File: config.mk
export PLATFORM = sky130hd
export DESIGN_NAME = instr_loader_flat
export DESIGN_NICKNAME = d
export VERILOG_FILES = /design/src/rtl/mips_pkg.sv /design/src/rtl/instr_loader_if.sv /design/src/rtl/instr_loader_word_assembler.sv /design/src/rtl/instr_loader.sv /design/src/flat_wrapper.sv
export SDC_FILE = /design/constraint.sdc
export NUM_CORES = 1
export LEC_CHECK = 0
export BUFFER_PORTS_ARGS = -buffer_cell sky130_fd_sc_hd__buf_2
export CORE_ASPECT_RATIO = 1.2
export CORE_MARGIN = 2
export CORE_UTILIZATION = 57
export CTS_CLUSTER_SIZE = 10
export DETAILED_ROUTE_END_ITERATION = 8
export PLACE_DENSITY = 0.77
export SYNTH_ARGS = -nofsm -noshare
export SYNTH_HDL_FRONTEND = slang
export SYNTH_SLANG_ARGS = --single-unit
export TNS_END_PERCENT = 100
File: constraint.sdc
create_clock -name clk -period 5.5 [get_ports clk]
set_input_delay 1.1 -clock clk [delete_from_list [all_inputs] [get_ports clk]]
set_output_delay 1.1 -clock clk [all_outputs]
set_load 0.02 [all_outputs]
File: src/rtl/mips_pkg.sv
// Shared definitions for the boot-time instruction loader.
//   IMEM_DEPTH     : instruction-memory depth in words (largest legal count)
//   loaderState_t  : loader FSM state encoding
//   countIllegal() : true when a parsed word count cannot be loaded
package mips_pkg;

  localparam int IMEM_DEPTH = 128;

  typedef enum logic [2:0] {
    IDLE   = 3'd0,
    CNT_HI = 3'd1,
    CNT_LO = 3'd2,
    DATA   = 3'd3,
    WRITE  = 3'd4,
    DONE   = 3'd5,
    ERR    = 3'd6
  } loaderState_t;

  // An empty image or one larger than the memory is rejected.
  function automatic logic countIllegal(input logic [15:0] count, input int maxCount);
    return (count == 16'd0) || (int'(count) > maxCount);
  endfunction

endpackage

File: src/rtl/instr_loader_if.sv
// Byte-stream input and instruction-memory write port of the loader.
//   in_valid/in_data/in_ready : byte stream, accepted on in_valid && in_ready
//   writeINS/WriteAddress/writeDataINS : single-cycle word write port
// slave  : loader side
// master : stream source / memory side
interface instr_loader_if;
  logic        in_valid;
  logic [7:0]  in_data;
  logic        in_ready;
  logic        writeINS;
  logic [29:0] WriteAddress;
  logic [31:0] writeDataINS;

  modport slave (
    input  in_valid, in_data,
    output in_ready, writeINS, WriteAddress, writeDataINS
  );

  modport master (
    output in_valid, in_data,
    input  in_ready, writeINS, WriteAddress, writeDataINS
  );
endinterface

File: src/rtl/instr_loader_word_assembler.sv
// Big-endian byte-to-word shifter.
//   clk, rst   : clock, asynchronous active-high reset
//   clear      : drop any partial word and restart at byte 0
//   byteAccept : byteIn is taken this cycle
//   byteIn     : incoming byte, MSB first
//   wordOut    : word formed by the three held bytes plus byteIn
//   wordValid  : byteAccept on the 4th byte; wordOut is complete
module word_assembler (
  input  logic        clk,
  input  logic        rst,
  input  logic        clear,
  input  logic        byteAccept,
  input  logic [7:0]  byteIn,
  output logic [31:0] wordOut,
  output logic        wordValid
);
  // Only three bytes need storing: the 4th is used straight from byteIn.
  logic [23:0] shiftReg;
  logic [1:0]  byteCnt;

  always_ff @(posedge clk or posedge rst) begin
    if (rst) begin
      shiftReg <= '0;
      byteCnt  <= '0;
    end else if (clear) begin
      shiftReg <= '0;
      byteCnt  <= '0;
    end else if (byteAccept) begin
      shiftReg <= {shiftReg[15:0], byteIn};
      byteCnt  <= byteCnt + 2'd1;  // wraps to 0 after the 4th byte
    end
  end

  assign wordOut   = {shiftReg, byteIn};
  assign wordValid = byteAccept && (byteCnt == 2'd3);

endmodule

File: src/rtl/instr_loader.sv
// Boot-time program loader: parses a 16-bit big-endian word count followed
// by big-endian 32-bit words and writes each into instruction memory.
//   clk, rst : clock, asynchronous active-high reset
//   start    : begin a load (IDLE only)
//   bus      : byte stream in, instruction-memory write port out
//   cpu_hold : stalls the core while a load is in progress
//   done     : one-cycle pulse after the last write
//   err      : sticky bad-count flag, cleared by the next start
module instr_loader
  import mips_pkg::*;
#(
  parameter int MEM_DEPTH = IMEM_DEPTH,
  parameter int BASE_WORD = 0
) (
  input  logic           clk,
  input  logic           rst,
  input  logic           start,
  instr_loader_if.slave  bus,
  output logic           cpu_hold,
  output logic           done,
  output logic           err
);
  localparam logic [29:0] BASE_ADDR = 30'(BASE_WORD);

  loaderState_t stateReg, stateNext;
  logic [7:0]   countHiReg;
  logic [15:0]  countReg;
  logic [15:0]  indexReg;
  logic [15:0]  indexInc;
  logic [15:0]  countFull;
  logic         accept;
  logic         dataAccept;
  logic [31:0]  wordOut;
  logic         wordValid;
  logic         readyNext, writeNext, holdNext, doneNext;

  assign accept     = bus.in_valid && bus.in_ready;
  assign dataAccept = accept && (stateReg == DATA);
  assign countFull  = {countHiReg, bus.in_data};
  assign indexInc   = indexReg + 16'd1;

  // Clearing throughout CNT_LO guarantees every load starts at byte 0.
  word_assembler u_asm (
    .clk        (clk),
    .rst        (rst),
    .clear      (stateReg == CNT_LO),
    .byteAccept (dataAccept),
    .byteIn     (bus.in_data),
    .wordOut    (wordOut),
    .wordValid  (wordValid)
  );

  // Next state and next registered outputs.
  always_comb begin
    stateNext = stateReg;
    readyNext = 1'b0;
    writeNext = 1'b0;
    holdNext  = 1'b0;
    doneNext  = 1'b0;
    case (stateReg)
      IDLE:   if (start) stateNext = CNT_HI;
      CNT_HI: if (accept) stateNext = CNT_LO;
      CNT_LO: if (accept) stateNext = countIllegal(countFull, MEM_DEPTH) ? ERR : DATA;
      DATA:   if (wordValid) stateNext = WRITE;
      WRITE:  stateNext = (indexInc == countReg) ? DONE : DATA;
      DONE:   stateNext = IDLE;
      ERR:    stateNext = IDLE;
      default: stateNext = IDLE;
    endcase
    // Outputs are registered, so they are decoded from the state being entered.
    readyNext = (stateNext == CNT_HI) || (stateNext == CNT_LO) || (stateNext == DATA);
    holdNext  = readyNext || (stateNext == WRITE);
    writeNext = (stateNext == WRITE);
    doneNext  = (stateNext == DONE);
  end

  always_ff @(posedge clk or posedge rst) begin
    if (rst) begin
      stateReg         <= IDLE;
      countHiReg       <= '0;
      countReg         <= '0;
      indexReg         <= '0;
      bus.in_ready     <= 1'b0;
      bus.writeINS     <= 1'b0;
      bus.WriteAddress <= '0;
      bus.writeDataINS <= '0;
      cpu_hold         <= 1'b0;
      done             <= 1'b0;
      err              <= 1'b0;
    end else begin
      stateReg     <= stateNext;
      bus.in_ready <= readyNext;
      bus.writeINS <= writeNext;
      cpu_hold     <= holdNext;
      done         <= doneNext;

      if (stateReg == CNT_HI && accept) countHiReg <= bus.in_data;
      if (stateReg == CNT_LO && accept) begin
        countReg <= countFull;
        indexReg <= '0;
      end
      if (stateReg == WRITE) indexReg <= indexInc;

      // Address/data load only on entry to WRITE, so they hold otherwise.
      if (wordValid) begin
        bus.writeDataINS <= wordOut;
        bus.WriteAddress <= BASE_ADDR + {14'd0, indexReg};
      end

      if (stateReg == IDLE && start) err <= 1'b0;
      else if (stateNext == ERR)     err <= 1'b1;
    end
  end

endmodule

File: src/flat_wrapper.sv
// flat-port wrapper written by rule: the top's interface ports become plain ports
module instr_loader_flat import mips_pkg::*;
#(
  parameter int MEM_DEPTH = IMEM_DEPTH,
  parameter int BASE_WORD = 0
)
  (clk, rst, start, cpu_hold, done, err, bus_in_valid, bus_in_data, bus_in_ready, bus_writeINS, bus_WriteAddress, bus_writeDataINS);
  instr_loader_if bus_i ();
  input  logic clk;
  input  logic rst;
  input  logic start;
  output logic cpu_hold;
  output logic done;
  output logic err;
  input wire logic [$bits(bus_i.in_valid)-1:0] bus_in_valid;
  input wire logic [$bits(bus_i.in_data)-1:0] bus_in_data;
  output wire logic [$bits(bus_i.in_ready)-1:0] bus_in_ready;
  output wire logic [$bits(bus_i.writeINS)-1:0] bus_writeINS;
  output wire logic [$bits(bus_i.WriteAddress)-1:0] bus_WriteAddress;
  output wire logic [$bits(bus_i.writeDataINS)-1:0] bus_writeDataINS;
  assign bus_i.in_valid = bus_in_valid;
  assign bus_i.in_data = bus_in_data;
  assign bus_in_ready = bus_i.in_ready;
  assign bus_writeINS = bus_i.writeINS;
  assign bus_WriteAddress = bus_i.WriteAddress;
  assign bus_writeDataINS = bus_i.writeDataINS;
  instr_loader #(.MEM_DEPTH(MEM_DEPTH), .BASE_WORD(BASE_WORD)) u_core (.clk(clk), .rst(rst), .start(start), .bus(bus_i), .cpu_hold(cpu_hold), .done(done), .err(err));
endmodule
==> results of run 1 <==
-- layout by cell type, fill, tap and decap left out, types with 4 or more instances in the layout --
master / instances
sky130_fd_sc_hd__and2_1: 5
sky130_fd_sc_hd__nor4_1: 5
sky130_fd_sc_hd__nand2_1: 21
sky130_fd_sc_hd__mux2_2: 68
sky130_fd_sc_hd__conb_1: 14
sky130_fd_sc_hd__buf_4: 5
sky130_fd_sc_hd__inv_1: 5
sky130_fd_sc_hd__inv_6: 7
sky130_fd_sc_hd__dfrtp_1: 122
sky130_fd_sc_hd__buf_2: 64
sky130_fd_sc_hd__nand3_1: 8
sky130_fd_sc_hd__nor3_1: 4
sky130_fd_sc_hd__xor2_1: 9
sky130_fd_sc_hd__a22o_1: 26
sky130_fd_sc_hd__o31ai_1: 6
sky130_fd_sc_hd__a21oi_1: 9
sky130_fd_sc_hd__o21ai_0: 27
sky130_fd_sc_hd__xnor2_1: 17
sky130_fd_sc_hd__nor2_1: 17
sky130_fd_sc_hd__clkbuf_16: 16
sky130_fd_sc_hd__nand4_1: 4
-- power by group --
part,leakage [nW],switching (mW),internal [mW]
Clock,0.280,0.421,0.652
Combinational,1.22,0.317,0.245
Sequential,1.65,0.139,1.03
-- worst max-delay path, cell delays in order (launching register included) --
cell	delay [ns]
sky130_fd_sc_hd__dfrtp_1	0.48
sky130_fd_sc_hd__ha_1	0.29
sky130_fd_sc_hd__nand3_1	0.28
sky130_fd_sc_hd__nor3_2	0.56
sky130_fd_sc_hd__nand4_1	0.25
sky130_fd_sc_hd__xnor2_1	0.28
sky130_fd_sc_hd__nand4_1	0.22
sky130_fd_sc_hd__nor4_4	0.37
sky130_fd_sc_hd__o21ai_1	0.12
-- cells by family (layout without fill, tap and decap cells) --
family,after synthesis,count (layout)
muxes,70,70
other,1,14
AOI/OAI and AO/OA,83,83
adders and majority gates,2,2
buffers and inverters,44,108
xor gates and xnor gates,26,26
and+or+nand+nor,86,86
DFF,122,122
-- layer usage --
layer / up-vias / global-route usage, % / part of all wire [%]
li1: 1661 / - / -
met3: 20 / 7.14 / 4.4
met1: 1846 / 32.4 / 44
met4: 0 / 9.81 / 1.9
met2: 90 / 39.1 / 50
met5: - / 0 / 0
-- worst max-delay path by stage --
| stage | endpoint | from | cells after the start |
|---|---|---|---|
| 2_1_floorplan | u_core.bus.WriteAddress[0]$_DFFE_PP0P_ | rst | 1 |
| 3_3_place_gp | u_core.stateReg[2]$_DFF_PP0_ | bus_in_data[3] | 7 |
| 3_5_place_dp | u_core.stateReg[2]$_DFF_PP0_ | bus_in_data[3] | 7 |
| 4_1_cts | u_core.cpu_hold$_DFF_PP0_ | u_core.indexReg[0]$_DFFE_PP0P_ | 8 |
| 5_1_grt | u_core.cpu_hold$_DFF_PP0_ | u_core.indexReg[0]$_DFFE_PP0P_ | 8 |
| 6_report | u_core.cpu_hold$_DFF_PP0_ | u_core.indexReg[0]$_DFFE_PP0P_ | 8 |
-- sequential cells by signal (all words and copies together) (netlist names) --
name	flops
u_core.bus.WriteAddress	16
u_core.bus.in_ready	1
u_core.bus.writeDataINS	32
u_core.bus.writeINS	1
u_core.countHiReg	8
u_core.countReg	16
u_core.cpu_hold	1
u_core.done	1
u_core.err	1
u_core.indexReg	16
u_core.stateReg	3
u_core.u_asm.byteCnt	2
u_core.u_asm.shiftReg	24
-- layout make-up --
class	instances	area [um2]	area share, %
Sequential cell	122	3050	48.3
Multi-Input combinational cell	281	2150	34.1
Inverter	7	28.8	0.456
Tap cell	120	150	2.38
Clock inverter	15	160	2.54
Timing Repair Buffer	69	358	5.67
Clock buffer	17	414	6.56
==> run summary, run 1 <==
YOSYS
------------------------------------------------------------------------------------------
Dominant combinational cell family by area after synthesis .................. multiplexers
Post-synthesis cell type with the largest combined area ..................... sky130_fd_sc_hd__dfrtp_1
Post-synthesis mux area share ...............................................        14.6%
Count of different cell masters after synthesis .............................           49
Fraction of synthesized cell area taken by the top area cell type ...........        56.9%
Most frequent cells after synthesis ......................................... 122 x sky130_fd_sc_hd__dfrtp_1, 68 x sky130_fd_sc_hd__mux2_2, 27 x sky130_fd_sc_hd__o21ai_0
Synthesized-area fraction occupied by xor and xnor cells ....................        4.24%
Cells after synthesis .......................................................          434
Synth async-reset ratio .....................................................         100%
Syn Std Cell Area ...........................................................  0.00537 mm2
Count leader, synth ......................................................... sky130_fd_sc_hd__dfrtp_1
Seq cells post-synth ........................................................          122
Area share of and/or/nand/nor cells after synthesis .........................        9.02%
Adder-Cell Fraction of Synth Area ...........................................       0.466%
Number of flops mapped to enable cells by yosys .............................            0
Prevailing post-synth register cell ......................................... sky130_fd_sc_hd__dfrtp_1
Synth warn ..................................................................            0
Sequential-to-total area share from yosys stat ..............................        56.9%
Synth Area in Compound Gates ................................................        10.6%
Mean Syn Cell Area ..........................................................     12.4 um2
Cell types occupying the most area after synthesis .......................... sky130_fd_sc_hd__dfrtp_1 57%, sky130_fd_sc_hd__mux2_2 14%, sky130_fd_sc_hd__a22o_1 4.2%

FLOORPLANNING
------------------------------------------------------------------------------------------
Initial Utilization .........................................................        59.1%
I/O pin count ...............................................................           79
Floorplan die width .........................................................      92.6 um
Die Y-Extent ................................................................       110 um
Core footprint ..............................................................  0.00908 mm2
FP Rows .....................................................................           38
Area enclosed by the die boundary ...........................................   0.0102 mm2

CRITICAL PATH
------------------------------------------------------------------------------------------
Arrival time worst endpoint .................................................      3.37 ns
Req. time, crit path ........................................................      5.88 ns
Type of the setup path with the least slack .................................      reg2reg
Startpoint Class ............................................................    flip-flop
Highest net fanout along the worst path .....................................            8
Cell depth of the worst flop-to-flop path ...................................            8
Worst reg2reg setup slack ...................................................      2.51 ns
Type of destination of the critical path ....................................    flip-flop
Worst r2r src ............................................................... u_core.indexReg[0]$_DFFE_PP0P_
Destination of the worst register-to-register timing path ................... u_core.cpu_hold$_DFF_PP0_

CLOCKING
------------------------------------------------------------------------------------------
Post-CTS sizing .............................................................            0
Clock edge transition at the registers on the reported setup and hold paths .      0.06 ns
Sink Count ..................................................................          122
Clock tree from TritonCTS ...................................................          yes
Number of clock buffers inserted by TritonCTS ...............................           17
Number of hold buffers added after CTS ......................................            0
Root Driver ................................................................. sky130_fd_sc_hd__clkbuf_8
H-tree depth ................................................................            4
Insertion delay of the later-clocked pin in the worst-skew pair .............      0.52 ns
CTS Buffer Depth ............................................................            2
Setup Buffers After CTS .....................................................            0

STA
------------------------------------------------------------------------------------------
Final count of hold timing violations .......................................            0
Min setup slack post-route ..................................................      2.51 ns
TNS Setup ...................................................................         0 ns
Transition time at the pin with the least slew margin .......................      1.14 ns
Worst clock skew ............................................................   0.00702 ns
Total setup violations reported at the end of the flow ......................            0
Fin crit share ..............................................................        54.4%
Number of pins exceeding their max-slew limit in the final report ...........            0
Peak Freq ...................................................................      334 MHz
RSZ-0062 raised after global routing ........................................           no
Slew margin rel. ............................................................        23.3%
Minimum hold slack ..........................................................     0.479 ns
Fin crit period .............................................................      2.99 ns

PLACEMENT
------------------------------------------------------------------------------------------
Cells after DPL .............................................................          599
Final RePlAce weighted congestion ...........................................        0.844
Half-perimeter wire length of the detailed placement result .................      7650 um
Count of input and output buffers ...........................................           64
Worst Setup Slack post-DPL ..................................................      2.33 ns
DP Area .....................................................................  0.00574 mm2

ROUTING
------------------------------------------------------------------------------------------
Starting DRC count in detailed routing ......................................          164
Detailed-route via count ....................................................         3617
Vias per inst ...............................................................         5.73
Routed length per instance ..................................................      18.2 um
Number of iterations in the first detailed-routing pass .....................            5
Aggregate routed wire length ................................................     11500 um
Remaining DRCs ..............................................................            0
Residual antenna-violating net count after detailed routing .................            0

LAYOUT
------------------------------------------------------------------------------------------
Number of antenna repair diodes .............................................            0
Number of filler instances in the final layout ..............................          682
Net total in the final layout ...............................................          512
Post-layout util ............................................................        69.5%
Post-Layout Cell Count ......................................................          631
Fraction of final layout cells with drive strength greater than 1 ...........        35.2%
Total non-filler cell area in the finished layout ...........................  0.00631 mm2
Post-synthesis to final-layout area growth ..................................        17.6%

GLOBAL ROUTING
------------------------------------------------------------------------------------------
Number of global-route vias before repair ...................................         3631
First-pass GRT wire length ..................................................     18700 um
GRT Resource Usage Total ....................................................        24.7%
Global-route congestion overflow total ......................................            0
Maximum number of pins on one net before global-route repair ................           87
Initial antenna violation count .............................................            0

POWER AND IR DROP
------------------------------------------------------------------------------------------
Final total power ...........................................................      2.80 mW
Static power due to leakage .................................................      3.16 nW
Largest vdd supply drop .....................................................   0.000298 V
Power density over the cells ................................................   444 mW/mm2

MIN PATH
------------------------------------------------------------------------------------------
Number of cells on the worst hold path ......................................            2
Hold Path Class .............................................................      reg2reg
Worst hold start ............................................................ u_core.bus.WriteAddress[4]$_DFFE_PP0P_
End of the worst hold path .................................................. u_core.bus.WriteAddress[4]$_DFFE_PP0P_

JOB
------------------------------------------------------------------------------------------
Max_cap viols ...............................................................            0

RUN STATUS
------------------------------------------------------------------------------------------
Status ...................................................................... finished, final reports clean

No activity file was read; power rests on OpenSTA's default activity.
==> run 2, diff against run 1 <==
clock period = 2.8 ns   (was 5.5 ns; I/O delays follow)
==> run 2 against run 1 <==
  * Combinational power up 110%
  * Clock-buffer cell count is 2 higher
  * Non-clock buffer count is 11 higher
  * Critical path depth stayed put
  * First-iteration DRC count shrank 20%
  * Via count grew 0.97%
  * Final cell count rose by 1.7%
  * Sequential power increased by 97%
  * Clock power is 88% higher
  * Final area grew 1.7%
  * Critical path type unchanged
==> run summary, run 2 (same netlist as run 1, synthesis figures left out) <==
RUN STATUS
------------------------------------------------------------------------------------------
Status ...................................................................... finished, final reports clean

STA
------------------------------------------------------------------------------------------
Final count of hold timing violations .......................................            0
RSZ-0062 raised after global routing ........................................           no
Total setup violations reported at the end of the flow ......................            0
Fin crit period .............................................................      2.59 ns
Slew margin rel. ............................................................        44.1%
Number of pins exceeding their max-slew limit in the final report ...........            0
Worst clock skew ............................................................   0.00827 ns
Peak Freq ...................................................................      386 MHz
Min setup slack post-route ..................................................     0.211 ns
Minimum hold slack ..........................................................     0.192 ns
Fin crit share ..............................................................        92.5%
Transition time at the pin with the least slew margin .......................     0.837 ns
TNS Setup ...................................................................         0 ns

LAYOUT
------------------------------------------------------------------------------------------
Post-synthesis to final-layout area growth ..................................        19.7%
Post-Layout Cell Count ......................................................          642
Number of antenna repair diodes .............................................            0
Net total in the final layout ...............................................          523
Fraction of final layout cells with drive strength greater than 1 ...........        36.8%
Register bank with the most flops ........................................... u_core.bus.writeDataINS
Commonest non-fill, non-tap cell in the layout .............................. sky130_fd_sc_hd__dfrtp_1
Top library cells by usage in the layout, fill and taps aside ............... 122 x sky130_fd_sc_hd__dfrtp_1, 68 x sky130_fd_sc_hd__mux2_2, 64 x sky130_fd_sc_hd__buf_2
Top flop regs ............................................................... u_core.bus.writeDataINS: 32 flops, u_core.u_asm.shiftReg: 24 flops
Number of flip-flops under the largest register name ........................           32

FLOORPLANNING
------------------------------------------------------------------------------------------
I/O pin count ...............................................................           79
Core footprint ..............................................................  0.00908 mm2
Area enclosed by the die boundary ...........................................   0.0102 mm2
Floorplan die width .........................................................      92.6 um
Die Y-Extent ................................................................       110 um
Initial Utilization .........................................................        59.1%
FP Rows .....................................................................           38

GLOBAL ROUTING
------------------------------------------------------------------------------------------
Number of global-route vias before repair ...................................         3671
Maximum number of pins on one net before global-route repair ................           37
Initial antenna violation count .............................................            0
Routing usage on met1 .......................................................        32.6%
Met2 Resource Use GR ........................................................        39.3%
Global-route congestion overflow total ......................................            0
Met3 track demand over resource in global routing ...........................        5.30%
Top Usage Layer GRT .........................................................         met2
GRT Resource Usage Total ....................................................        24.6%
First-pass GRT wire length ..................................................     19000 um

PLACEMENT
------------------------------------------------------------------------------------------
Cells after DPL .............................................................          610
Worst Setup Slack post-DPL ..................................................     0.161 ns
Count of input and output buffers ...........................................           64
Half-perimeter wire length of the detailed placement result .................      7930 um
Final RePlAce weighted congestion ...........................................        0.990

ROUTING
------------------------------------------------------------------------------------------
Aggregate routed wire length ................................................     11800 um
Vias per inst ...............................................................         5.69
Detailed-route via count ....................................................         3652
Remaining DRCs ..............................................................            0
Residual antenna-violating net count after detailed routing .................            0
Number of iterations in the first detailed-routing pass .....................            4
Starting DRC count in detailed routing ......................................          132
Routed length per instance ..................................................      18.3 um

CLOCKING
------------------------------------------------------------------------------------------
Root Driver ................................................................. sky130_fd_sc_hd__clkbuf_8
Clock tree from TritonCTS ...................................................          yes
Insertion delay of the later-clocked pin in the worst-skew pair .............      0.52 ns
CTS Buffer Depth ............................................................            2
Clock edge transition at the registers on the reported setup and hold paths .      0.06 ns
Number of clock buffers inserted by TritonCTS ...............................           17
H-tree depth ................................................................            4
Sink Count ..................................................................          122

POWER AND IR DROP
------------------------------------------------------------------------------------------
Power density over the cells ................................................   854 mW/mm2
Final total power ...........................................................      5.48 mW
Largest vdd supply drop .....................................................   0.000568 V
Static power due to leakage .................................................      3.19 nW

CRITICAL PATH
------------------------------------------------------------------------------------------
Worst r2r src ............................................................... u_core.indexReg[0]$_DFFE_PP0P_
Startpoint of the most critical setup path .................................. u_core.indexReg[0]$_DFFE_PP0P_
Startpoint Class ............................................................    flip-flop
Arrival time worst endpoint .................................................      2.98 ns
Highest net fanout along the worst path .....................................            7
Type of the setup path with the least slack .................................      reg2reg
Type of destination of the critical path ....................................    flip-flop
Req. time, crit path ........................................................      3.19 ns

MIN PATH
------------------------------------------------------------------------------------------
Hold Path Class .............................................................     in2async

JOB
------------------------------------------------------------------------------------------
Max_cap viols ...............................................................            0

## run 2: changes by cell type in the layout (fill, tap and decap cells not counted), moves of 2 or more
cell / previous run / this run
sky130_fd_sc_hd__clkinvlp_4: 2 / 6
sky130_fd_sc_hd__inv_6: 7 / 2
sky130_fd_sc_hd__clkinv_4: 1 / 3
sky130_fd_sc_hd__buf_4: 5 / 13
sky130_fd_sc_hd__buf_12: 0 / 3
## run 2: path summary, 6_finish.rpt
path | to | slack [ns] | cells past startpoint
setup / recovery | u_core.cpu_hold$_DFF_PP0_ | 0.21 | 8
hold / removal | u_core.bus.writeDataINS[8]$_DFFE_PP0P_ | 0.19 | 2
setup reg to reg | u_core.cpu_hold$_DFF_PP0_ | 0.21 | 8
hold reg to reg | u_core.bus.WriteAddress[6]$_DFFE_PP0P_ | 0.47 | 2
max in group asynchronous | u_core.bus.writeDataINS[16]$_DFFE_PP0P_ | 1.99 | 3
min in group clk | u_core.err$_DFFE_PP0P_ | 0.25 | 2
## run 2: repair_timing
action	CTS	global route
setup endpoints to repair	0	3
hold buffers	0	0
setup buffers	0	0
gates resized for setup	0	2
## run 2: stage by stage
| stage | utilization [%] | instance area [um2] |
|---|---|---|
| floorplan | - | 5420 |
| global placement | 64.5 | 5860 |
| detailed placement | 64.5 | 5860 |
| CTS | 70.6 | 6410 |
| global route | 70.7 | 6420 |
| finish | 70.7 | 6420 |
## run 2: cell type report
type	count	area, um2
clock buffer	19	432
clock inverter	13	121
fill	640	2660
inverter	7	30.0
multi-input combinational	281	2160
sequential	122	3050
tap	120	150
timing repair buffer	80	478
## run 2: worst max-delay path: stages (launching register included)
cell                        delay, ns
sky130_fd_sc_hd__dfrtp_1         0.48
sky130_fd_sc_hd__ha_2            0.29
sky130_fd_sc_hd__and3_1          0.19
sky130_fd_sc_hd__nand3_1         0.16
sky130_fd_sc_hd__xor2_1          0.20
sky130_fd_sc_hd__a2111oi_2       0.36
sky130_fd_sc_hd__o2111ai_1       0.27
sky130_fd_sc_hd__nor4_4          0.38
sky130_fd_sc_hd__o21ai_1         0.12
## run 2: report_power, final
| part | switching [mW] | internal, mW |
|---|---|---|
| sequential | 0.281 | 2.02 |
| combinational | 0.656 | 0.519 |
| clock | 0.806 | 1.20 |
| total | 1.74 | 3.74 |
## run 2: metal layers
layer | vias to the layer above | wire, um
li1 | 1687 | -
met5 | - | 0
met3 | 21 | 577
met1 | 1818 | 5190
met2 | 126 | 5730
met4 | 0 | 267
==> run 3, diff against run 2 <==
clock period = 2.45 ns   (was 2.8 ns; I/O delays follow)
==> run 3 against run 2 <==
  * Sequential share of layout area is 1.2 points lower
  * Non-clock buffer count is 15 higher
  * Final cell count up 2.3%
  * Final area grew 2.6%
  * Critical path type unchanged
  * Sequential power grew 14%
  * First-iteration DRC count grew 42%
  * Flip-flop and latch count unchanged
  * Total power grew 18%
  * Routed wire length rose by 3.6%
  * Fmax grew 14%
  * Combinational power up 15%
==> run summary, run 3 (same netlist as run 1, synthesis figures left out) <==
CLOCKING
------------------------------------------------------------------------------------------
Setup Buffers After CTS .....................................................            0
CTS Buffer Depth ............................................................            2
Sink Count ..................................................................          122
Number of hold buffers added after CTS ......................................            0
Clock tree from TritonCTS ...................................................          yes
Number of clock buffers inserted by TritonCTS ...............................           17
Insertion delay of the later-clocked pin in the worst-skew pair .............      0.52 ns
Root Driver ................................................................. sky130_fd_sc_hd__clkbuf_8
H-tree depth ................................................................            4
Clock edge transition at the registers on the reported setup and hold paths .      0.06 ns

GLOBAL ROUTING
------------------------------------------------------------------------------------------
Number of global-route vias before repair ...................................         3919
Global-route congestion overflow total ......................................            0
Maximum number of pins on one net before global-route repair ................           36
GRT Resource Usage Total ....................................................        26.2%
Initial antenna violation count .............................................            0
First-pass GRT wire length ..................................................     20000 um

ROUTING
------------------------------------------------------------------------------------------
Vias per inst ...............................................................         5.72
Starting DRC count in detailed routing ......................................          188
Number of iterations in the first detailed-routing pass .....................            4
Detailed-route via count ....................................................         3758
Residual antenna-violating net count after detailed routing .................            0
Routed length per instance ..................................................      18.5 um
Aggregate routed wire length ................................................     12200 um
Remaining DRCs ..............................................................            0

MIN PATH
------------------------------------------------------------------------------------------
Hold Path Class .............................................................     in2async

STA
------------------------------------------------------------------------------------------
Fin crit period .............................................................      2.26 ns
Fin crit share ..............................................................        92.3%
Min setup slack post-route ..................................................     0.188 ns
Slew margin rel. ............................................................        41.8%
Number of pins exceeding their max-slew limit in the final report ...........            0
Worst clock skew ............................................................   0.00553 ns
Peak Freq ...................................................................      442 MHz
Total setup violations reported at the end of the flow ......................            0
Final count of hold timing violations .......................................            0
Transition time at the pin with the least slew margin .......................     0.873 ns
TNS Setup ...................................................................         0 ns

CRITICAL PATH
------------------------------------------------------------------------------------------
Arrival time worst endpoint .................................................      2.65 ns
Critical-path cell list ..................................................... ha_1 -> and3_1 -> nand3_1 -> xor2_1 -> a2111oi_2 -> o2111ai_2 -> nor4_4 -> o21ai_1
Max incr delay on CP ........................................................      0.43 ns
Cell with the largest stage delay on the worst path ......................... sky130_fd_sc_hd__dfrtp_2
Type of destination of the critical path ....................................    flip-flop
Type of the setup path with the least slack .................................      reg2reg
Startpoint Class ............................................................    flip-flop
Family of cells with the greatest summed delay on the critical path ......... compound AO/OA/AOI/OAI gates
Bufs and invs on worst path .................................................            0
Req. time, crit path ........................................................      2.84 ns
Highest net fanout along the worst path .....................................            5

LAYOUT
------------------------------------------------------------------------------------------
Net total in the final layout ...............................................          538
Number of flip-flops under the largest register name ........................           32
Register bank with the most flops ........................................... u_core.bus.writeDataINS
Fraction of final layout cells with drive strength greater than 1 ...........        38.7%
Top library cells by usage in the layout, fill and taps aside ............... 120 x sky130_fd_sc_hd__dfrtp_1, 68 x sky130_fd_sc_hd__mux2_2, 64 x sky130_fd_sc_hd__buf_2
Post-synthesis to final-layout area growth ..................................        22.8%
Commonest non-fill, non-tap cell in the layout .............................. sky130_fd_sc_hd__dfrtp_1
Number of antenna repair diodes .............................................            0
Top flop regs ............................................................... u_core.bus.writeDataINS: 32 flops, u_core.u_asm.shiftReg: 24 flops
Post-layout util ............................................................        72.6%

FLOORPLANNING
------------------------------------------------------------------------------------------
Initial Utilization .........................................................        59.1%
Floorplan die width .........................................................      92.6 um
Core footprint ..............................................................  0.00908 mm2
Die Y-Extent ................................................................       110 um
I/O pin count ...............................................................           79
FP Rows .....................................................................           38
Area enclosed by the die boundary ...........................................   0.0102 mm2

POWER AND IR DROP
------------------------------------------------------------------------------------------
Power density over the cells ................................................   978 mW/mm2
Largest vdd supply drop .....................................................   0.000726 V
Static power due to leakage .................................................      3.30 nW
Final total power ...........................................................      6.45 mW

RUN STATUS
------------------------------------------------------------------------------------------
Status ...................................................................... finished, final reports clean

PLACEMENT
------------------------------------------------------------------------------------------
Final RePlAce weighted congestion ...........................................        0.910
Worst Setup Slack post-DPL ..................................................   -0.0558 ns
Half-perimeter wire length of the detailed placement result .................      8420 um
Count of input and output buffers ...........................................           64

JOB
------------------------------------------------------------------------------------------
Max_cap viols ...............................................................            0

-- run 3: cell count changes in the layout (fill, tap and decap cells not counted), sizes merged --
cell      delta
buf         +15
inv          -2
clkinvlp     -2
bufinv       +2
clkbuf       +2
-- run 3: area by class of cell --
cell class,count,area [um2]
flip-flops and latches,122,3060
fillers,629,2490
multi-input cells,281,2170
repair buffers,95,591
clock buffers,21,449
well taps,120,150
clock inverters,11,145
inverters,7,30.0
-- run 3: power breakdown --
part	leakage (nW)	internal (mW)	switching (mW)
clock network	0.284	1.60	0.877
registers	1.65	2.31	0.320
logic	1.37	0.588	0.750
-- run 3: what timing repair did --
action,4_1_cts,5_1_grt
setup endpoints to repair,0,4
endpoints found under the hold margin,0,0
resized for setup,0,6
-- run 3: layer usage --
metal	routed length [um]	track usage, %
met2	6160	43.2
met3	482	4.42
met5	0	0
met4	347	14.1
met1	5200	33.5
-- run 3: worst register-to-register path, stage by stage (launching register included) --
cell and delay, ns:
sky130_fd_sc_hd__dfrtp_2 0.43, sky130_fd_sc_hd__ha_1 0.21, sky130_fd_sc_hd__and3_1 0.21, sky130_fd_sc_hd__nand3_1 0.12, sky130_fd_sc_hd__xor2_1 0.18, sky130_fd_sc_hd__a2111oi_2 0.40, sky130_fd_sc_hd__o2111ai_2 0.24, sky130_fd_sc_hd__nor4_4 0.24
sky130_fd_sc_hd__o21ai_1 0.11
-- run 3: metrics by stage --
step                      std cells  hold WS, ns  instance area [um2]
final                           657       0.0709                 6590
after detailed placement        625        0.471                 5970
after global routing            657        0.129                 6590
after CTS                       657       0.0783                 6570
after global placement          625        0.463                 5970
after floorplan                 447        0.467                 5420
-- run 3: worst paths after layout --
path,startpoint,to,slack [ns],depth (start not counted)
worst max-delay path,u_core.indexReg[0]$_DFFE_PP0P_,u_core.cpu_hold$_DFF_PP0_,0.19,8
max in group asynchronous,rst,u_core.bus.WriteAddress[11]$_DFFE_PP0P_,1.78,3
worst max register to register,u_core.indexReg[0]$_DFFE_PP0P_,u_core.cpu_hold$_DFF_PP0_,0.19,8
min in group clk,start,u_core.err$_DFFE_PP0P_,0.18,2
worst min register to register,u_core.bus.WriteAddress[6]$_DFFE_PP0P_,u_core.bus.WriteAddress[6]$_DFFE_PP0P_,0.48,2
worst min-delay path,rst,u_core.bus.writeDataINS[9]$_DFFE_PP0P_,0.07,2
